==> src/rtl/fetch_unit.sv <==
// Instruction fetch stage: fetches words from instruction memory into a 2-entry
// prefetch queue and presents them to decode with a valid/ready handshake.
module fetch_unit #(
    parameter int unsigned         ADDR_W   = 16,
    parameter int unsigned         DATA_W   = 16,
    parameter logic [ADDR_W-1:0]   RESET_PC = '0
) (
    input  logic              Clock,
    input  logic              Reset,
    output logic              IMemReq,
    output logic [ADDR_W-1:0] IMemAddr,
    input  logic              IMemAck,
    input  logic [DATA_W-1:0] IMemData,
    output logic              InstrValid,
    input  logic              InstrReady,
    output logic [DATA_W-1:0] Instr,
    output logic [ADDR_W-1:0] InstrPC,
    output logic [2:0]        Opcode,
    input  logic              Redirect,
    input  logic [ADDR_W-1:0] RedirectPC
);

    typedef enum logic {
        RUN,
        FLUSH
    } state_e;

    state_e              state_q, state_d;
    logic [ADDR_W-1:0]   fetch_pc_q, fetch_pc_d;
    logic [1:0]          count_q, count_d;
    logic                rd_ptr_q, rd_ptr_d;
    logic                wr_ptr_q, wr_ptr_d;
    logic [DATA_W-1:0]   instr_q [2];
    logic [ADDR_W-1:0]   ipc_q   [2];

    logic push;
    logic pop;

    assign IMemReq    = !Reset && (state_q == RUN) && (count_q < 2'd2) && !Redirect;
    assign IMemAddr   = fetch_pc_q;
    assign push       = IMemReq && IMemAck;
    assign InstrValid = (count_q != 2'd0);
    assign pop        = InstrValid && InstrReady;
    assign Instr      = instr_q[rd_ptr_q];
    assign InstrPC    = ipc_q[rd_ptr_q];
    assign Opcode     = Instr[DATA_W-1 -: 3];

    always_comb begin
        state_d    = state_q;
        fetch_pc_d = fetch_pc_q;
        count_d    = count_q;
        rd_ptr_d   = rd_ptr_q;
        wr_ptr_d   = wr_ptr_q;
        // A redirect discards the queue even if decode pops this cycle.
        if (Redirect) begin
            state_d    = FLUSH;
            fetch_pc_d = RedirectPC;
            count_d    = 2'd0;
            rd_ptr_d   = 1'b0;
            wr_ptr_d   = 1'b0;
        end else begin
            state_d = RUN;
            if (push) begin
                wr_ptr_d   = ~wr_ptr_q;
                fetch_pc_d = fetch_pc_q + ADDR_W'(1);
            end
            if (pop) begin
                rd_ptr_d = ~rd_ptr_q;
            end
            case ({push, pop})
                2'b10:   count_d = count_q + 2'd1;
                2'b01:   count_d = count_q - 2'd1;
                default: count_d = count_q;
            endcase
        end
    end

    always_ff @(posedge Clock) begin
        if (Reset) begin
            state_q    <= RUN;
            fetch_pc_q <= RESET_PC;
            count_q    <= 2'd0;
            rd_ptr_q   <= 1'b0;
            wr_ptr_q   <= 1'b0;
        end else begin
            state_q    <= state_d;
            fetch_pc_q <= fetch_pc_d;
            count_q    <= count_d;
            rd_ptr_q   <= rd_ptr_d;
            wr_ptr_q   <= wr_ptr_d;
        end
    end

    // Queue storage needs no reset: push is already gated off by Reset and Redirect.
    always_ff @(posedge Clock) begin
        if (push) begin
            instr_q[wr_ptr_q] <= IMemData;
            ipc_q[wr_ptr_q]   <= fetch_pc_q;
        end
    end

endmodule

==> config.mk <==
export PLATFORM = sky130hd
export DESIGN_NAME = fetch_unit
export DESIGN_NICKNAME = d
export VERILOG_FILES = /design/src/rtl/fetch_unit.sv
export SDC_FILE = /design/constraint.sdc
export NUM_CORES = 1
export LEC_CHECK = 0
export BUFFER_PORTS_ARGS = -buffer_cell sky130_fd_sc_hd__buf_2
export CORE_AREA = 3 3 84 86
export DETAILED_ROUTE_END_ITERATION = 16
export DIE_AREA = 0 0 87 89
export PLACE_DENSITY = 0.89
export SYNTH_ARGS = -nofsm -noshare
export SYNTH_HDL_FRONTEND = slang
export SYNTH_SLANG_ARGS = --single-unit
==> constraint.sdc <==
create_clock -name Clock -period 10.1 [get_ports Clock]
set_clock_uncertainty 0.1 [all_clocks]
set_input_delay 2.525 -clock Clock [delete_from_list [all_inputs] [get_ports Clock]]
set_output_delay 2.525 -clock Clock [all_outputs]
set_load 0.02 [all_outputs]
==> flow_metrics.py, run 1 <==
metrics = {
    "worst_hold_path": {
        "hold_depth": 2,
        "worstHoldStart": "rd_ptr_q",
        "hp-class": "flop to flop",
        "hold_end": "rd_ptr_q",
    },
    "die": {
        "rows": 29,
        "die-area_sq_um": 7743,
        "die_w_microns": 87,
        "start_util_pct": 55.19,
        "core_area_sq_um": 6350,
        "fp.dieH_microns": 89,
        "io_pins": 90,
    },
    "timing": {
        "tightestPinTransition_ps": 966.0,
        "hold_viol": 0,
        "fmax_mhz": 162.9,
        "tns_ps": 0,
        "setup_viol": 0,
        "relSlewSlack_pct": 35.45,
        "rsz0062_at_grt": "false",
        "fin_crit_ps": 6139,
        "fin_crit_sh_pct": 60.78,
        "setup_slack_ps": 3961,
        "fin_hold_ws_ps": 434.2,
        "slew_violations": 0,
    },
    "drt": {
        "dr_wl_met3_microns": 622,
        "totalWireLength_microns": 7288,
        "vias": 2337,
        "wl_met2_microns": 3616,
        "wl_met1_microns": 2948,
        "highest_layer": "met4",
        "final_antenna_net_count": 0,
        "avgRoutedWirePerCell_microns": 17.82,
        "drtIter0Drc": 118,
        "detail_route.first_pass.iterations": 4,
        "via_per_inst": 5.714,
        "drc": 0,
    },
    "cells_and_area": {
        "final_nets": 366,
        "ff_latch_area_sq_um": 2362,
        "multi_input_area_sq_um": 1045,
        "postLayoutCoreUtil_pct": 65.67,
        "drive_gt1_share_pct": 43.98,
        "final_area_sq_um": 4170,
        "antenna_cells": 0,
        "fillCellCount": 462,
        "area_growth_pct": 18.99,
    },
    "clock_network": {
        "cts_setup_buffers": 0,
        "post_cts_resized": 0,
        "clk_pin_slew_ps": 80,
        "cts_num_sinks": 86,
        "cts_buffer_depth": 2,
        "cts_hold_buf": 0,
        "root_buffer": "clkbuf_8",
        "cts_buffers": 9,
        "clock_latency_ps": 340,
        "htreeDepth": 3,
        "cts_tree": "yes",
    },
    "run_status": {
        "status": "finished, final reports clean",
    },
    "power": {
        "peakVddDrop_v": 0.00009026,
        "p_leak_uw": 0.001539,
        "power_density_nw_per_um2": 164.0,
    },
    "worst_setup_path": {
        "crit_arrival_ps": 3510,
        "worstSetupStartpointType": "input pin",
        "startpoint": "Reset",
        "crit_type": "input pin to output pin",
        "reg2reg_to": "instr_q[1][11]",
        "ff2ff_path_depth": 4,
        "reg2reg_setup_slack_ps": 7690,
        "regToRegStartpoint": "count_q[1]",
        "crit_path_max_fanout": 20,
        "critPathCaptureType": "output pin",
        "critPathRequiredTime_ps": 7480,
    },
    "global_routing": {
        "grt_max_degree": 33,
        "grt.overflow.total": 0,
        "grtUsageTotal_pct": 18.86,
        "antenna_found_initial": 0,
        "grt_pass1_wl_microns": 11060,
        "first_global_vias": 2321,
    },
    "placement": {
        "dp_hpwl_microns": 4804,
        "numPortBuffers": 89,
        "placed_area_sq_um": 3979,
        "post-place-ws_ps": 3965,
        "gp_congestion": 0.7946,
    },
    "synthesis": {
        "ys_warn_count": 0,
        "ys_types": 44,
        "synth-seq-area-share_pct": 67.40,
        "netlist_area_sq_um": 3505,
        "ys_ff_latch": 86,
        "postSynthCellCount": 240,
        "synthesis.nets": 279,
        "avgSynthCellArea_sq_um": 14.60,
    },
    "flow_run": {
        "maxCapViolCount": 0,
    },
}
## worst max path at each step
stage	endpoint	slack, ps	cells after the start
4_1_cts	IMemReq	3950	4
2_1_floorplan	IMemReq	4010	4
5_1_grt	IMemReq	3880	4
6_report	IMemReq	3960	4
3_3_place_gp	IMemReq	4010	4
3_5_place_dp	IMemReq	3960	4
## state kept, by name, summed over array words and instances, names as in the netlist, named ones only
register,flops
ipc_q,32
state_q,1
IMemAddr,16
rd_ptr_q,1
wr_ptr_q,1
instr_q,32
count_q,2
## placed cells by master, fill, tap and decap left out, types with 6 or more instances in the layout
master    count
buf_2        89
xnor2_1       8
nor2_1       18
edfxtp_1     64
mux2_2       32
clkbuf_8     10
nand2_1       8
dfxtp_1      22
nor3_1        6
a211oi_1      9
## cell usage after synthesis, drive strengths merged
cell type / instances / share of area (%)
edfxtp: 64 / 55
mux2: 32 / 10
dfxtp: 22 / 13
nor2: 20 / 2.4
buf: 10 / 2.0
a211oi: 9 / 1.9
nand2: 8 / 0.86
xnor2: 8 / 2.0
nor3: 6 / 0.86
clkbuf: 5 / 0.54
nand4: 5 / 0.89
a311oi: 4 / 1.0
and2: 4 / 0.71
xor2: 4 / 1.0
and4: 3 / 0.75
inv: 3 / 0.32
nand3: 3 / 0.43
o311ai: 3 / 0.75
or2: 3 / 0.61
a2111oi: 2 / 0.50
a21oi: 2 / 0.29
a31oi: 2 / 0.36
ha: 2 / 0.71
o21ai: 2 / 0.29
or3: 2 / 0.39
a22oi: 1 / 0.21
clkinv: 1 / 0.11
nand4b: 1 / 0.25
nor3b: 1 / 0.21
nor4: 1 / 0.18
nor4b: 1 / 0.25
nor4bb: 1 / 0.29
o211ai: 1 / 0.21
o31ai: 1 / 0.21
or3b: 1 / 0.32
or4: 1 / 0.21
or4b: 1 / 0.29
## critical path: stages
cell    delay [ps]
buf_2          220
or2_1          380
nor3_1         190
buf_2          190
## metrics by stage
step,power [uW],instances
detailed placement,458.4,393
CTS,690.0,409
finish,683.7,409
global route,704.3,409
global placement,455.8,393
floorplan,436.8,240
## where the power goes
group | switching (uW) | total, uW | internal, uW
sequential | 10.6 | 400 | 389
clock | 113 | 233 | 119
combinational | 31.0 | 51.2 | 20.2
total | 155 | 684 | 529
## cells by family (layout without fill, tap and decap cells)
logic type	after synthesis	count (layout)	synth area share [%]
AO/OA/AOI/OAI	27	27	5.748
XOR/XNOR	12	12	2.999
adder cells (fa/ha/maj)	2	2	0.7139
buffers and inverters	19	111	2.999
flip-flops	86	86	67.40
multiplexers	32	32	10.28
AND/OR/NAND/NOR	62	62	9.854
## area by class of cell
type	count	area share [%]
Inverter	4	0.3600
Clock buffer	11	3.390
Multi-Input combinational cell	135	25.05
Sequential cell	86	56.65
Timing Repair Buffer	91	11.04
Tap cell	77	2.310
Clock inverter	5	1.200
## per-layer routing
layer	GRT usage (%)	vias up
met3	4.332	10
met2	32.78	108
met4	9.348	0
li1	-	1087
met5	0	-
met1	21.99	1132
Note: power is estimated with default switching activity, not from simulation.
==> run 2, diff against run 1 <==
- CORE_AREA: 3 3 84 86 -> 3 3 87 89
- DIE_AREA: 0 0 87 89 -> 0 0 90 92
- PLACE_DENSITY: 0.89 -> 0.84
- clock period: 10.1 -> 6 ns (I/O delays scaled with it)
==> run 2 against run 1 <==
Wire length shrank 2.5%; final cell count grew 4.4%; register-to-register slack lost 4000 ps; clock-buffer cell count shrank 1; worst setup slack lost 2000 ps; sequential share of layout area shrank 0.54 points; die area grew 6.9%; worst hold slack lost 4.3 ps; utilization shrank 4.0 points; global-route usage shrank 1.3 points; first-iteration DRC count shrank 22%.
==> flow_metrics.py, run 2 (same netlist as run 1, synthesis figures left out) <==
metrics = {
    "run_status": {
        "status": "finished, final reports clean",
    },
    "cells_and_area": {
        "final_common_cell": "buf_2",
        "fin_cells": 427,
        "antenna_cells": 0,
        "final_area_sq_um": 4210,
        "final_nets": 365,
        "area_growth_pct": 20.14,
        "mostFrequentLayoutCells": "buf_2 (89), edfxtp_1 (64), mux2_2 (32)",
        "drive_gt1_share_pct": 43.81,
        "fillCellCount": 563,
    },
    "timing": {
        "tns_ps": 0,
        "slew_violations": 0,
        "fin_crit_ps": 4081,
        "fin_crit_sh_pct": 68.02,
        "relSlewSlack_pct": 34.53,
        "rsz0062_at_grt": "false",
        "tightestPinTransition_ps": 979.8,
        "fmax_mhz": 245.0,
        "setup_viol": 0,
        "fin_hold_ws_ps": 429.9,
        "hold_viol": 0,
    },
    "power": {
        "power_density_nw_per_um2": 283.1,
        "power.share.combinational_pct": 7.2,
        "p_leak_uw": 0.001540,
        "p_clk_share_pct": 36.3,
        "p_total_uw": 1192,
        "swShare_pct": 22.55,
        "intPower_uw": 923.1,
        "peakVddDrop_v": 0.0001249,
        "seq_power_share_pct": 56.4,
        "p_sw_uw": 268.8,
    },
    "clock_network": {
        "htreeDepth": 3,
        "clk_pin_slew_ps": 90,
        "post_cts_resized": 0,
        "root_buffer": "clkbuf_8",
        "clock_latency_ps": 350,
        "cts_setup_buffers": 0,
        "cts_buffers": 9,
        "cts_num_sinks": 86,
        "cts_buffer_depth": 2,
        "cts_hold_buf": 0,
        "cts_tree": "yes",
    },
    "placement": {
        "placed_area_sq_um": 3996,
        "numPortBuffers": 89,
        "dp_cells": 411,
        "gp_congestion": 0.7779,
        "dp_hpwl_microns": 4699,
    },
    "worst_setup_path": {
        "crit_arrival_ps": 2480,
        "ff2ff_path_depth": 4,
        "crit_type": "input pin to output pin",
        "critPathCaptureType": "output pin",
        "critPathRequiredTime_ps": 4400,
        "reg2reg_to": "ipc_q[0][10]",
        "worstSetupStartpointType": "input pin",
        "crit_path_max_fanout": 20,
        "reg2reg_setup_slack_ps": 3680,
        "regToRegStartpoint": "count_q[1]",
    },
    "global_routing": {
        "grt.overflow.total": 0,
        "first_global_vias": 2267,
        "grt_pass1_wl_microns": 11320,
        "grt_max_degree": 33,
        "antenna_found_initial": 0,
        "grtUsageTotal_pct": 17.59,
    },
    "die": {
        "core_area_sq_um": 6832,
        "start_util_pct": 51.30,
        "fp.dieH_microns": 92,
        "die_w_microns": 90,
        "die-area_sq_um": 8280,
        "io_pins": 90,
        "rows": 30,
    },
    "flow_run": {
        "maxCapViolCount": 0,
    },
    "drt": {
        "detail_route.first_pass.iterations": 4,
        "drc": 0,
        "drtIter0Drc": 92,
        "vias": 2270,
        "final_antenna_net_count": 0,
        "totalWireLength_microns": 7107,
        "avgRoutedWirePerCell_microns": 16.64,
        "via_per_inst": 5.316,
    },
    "worst_hold_path": {
        "hp-class": "flop to flop",
        "worstHoldStart": "rd_ptr_q",
        "hold_depth": 2,
    },
}
==> run 2: cell types whose count changed in the layout (fill, tap and decap cells not counted), sizes merged <==
| cell | previous run | this run |
|---|---|---|
| clkbuf | 11 | 10 |
| buf | 91 | 90 |
| bufinv | 1 | 2 |
==> run 2: final cells by class <==
type                       instances  area (sq um)  share of cell area [%]
timing repair buffer              90         452.9                   10.76
clock buffer                      10         127.6                   3.031
sequential                        86          2362                   56.11
inverter                           4         15.01                  0.3566
multi-input combinational        135          1046                   24.84
clock inverter                     6         86.33                   2.051
tap                               96         120.1                   2.853
==> run 2: worst max path at each step <==
stage,startpoint,endpoint,cells past startpoint
after floorplan,Redirect,IMemReq,4
after global placement,Reset,IMemReq,4
after detailed placement,Reset,IMemReq,4
after CTS,Reset,IMemReq,4
after global routing,Reset,IMemReq,4
final,Reset,IMemReq,4
==> run 2: through the flow <==
stage               setup WS [ps]  utilization, %
CTS                          1920           61.63
finish                       1919           61.63
floorplan                    1963               -
global route                 1862           61.63
global placement             1961           58.50
detailed placement           1926           58.50
==> run 2: worst max-delay path: stages <==
cell,delay (ps)
buf_2,220
or2_1,390
nor3_1,170
buf_2,190
==> run 2: power groups by stage <==
| stage | logic, uW | registers, uW | clock network (uW) |
|---|---|---|---|
| floorplan | 45.7 | 690 | 0 |
| global placement | 84.0 | 684 | 0 |
| detailed placement | 86.5 | 686 | 0 |
| CTS | 86.9 | 672 | 441 |
| global route | 93.5 | 675 | 462 |
| finish | 86.1 | 673 | 433 |
==> run 2: metal layers <==
layer  up-vias  global-route usage (%)  share of wire [%]
met5         -                       0                  0
met4         0                   8.546                1.9
met3        11                   4.020                6.1
met2        88                   29.00                 49
met1      1085                   21.94                 43
li1       1086                       -                  -
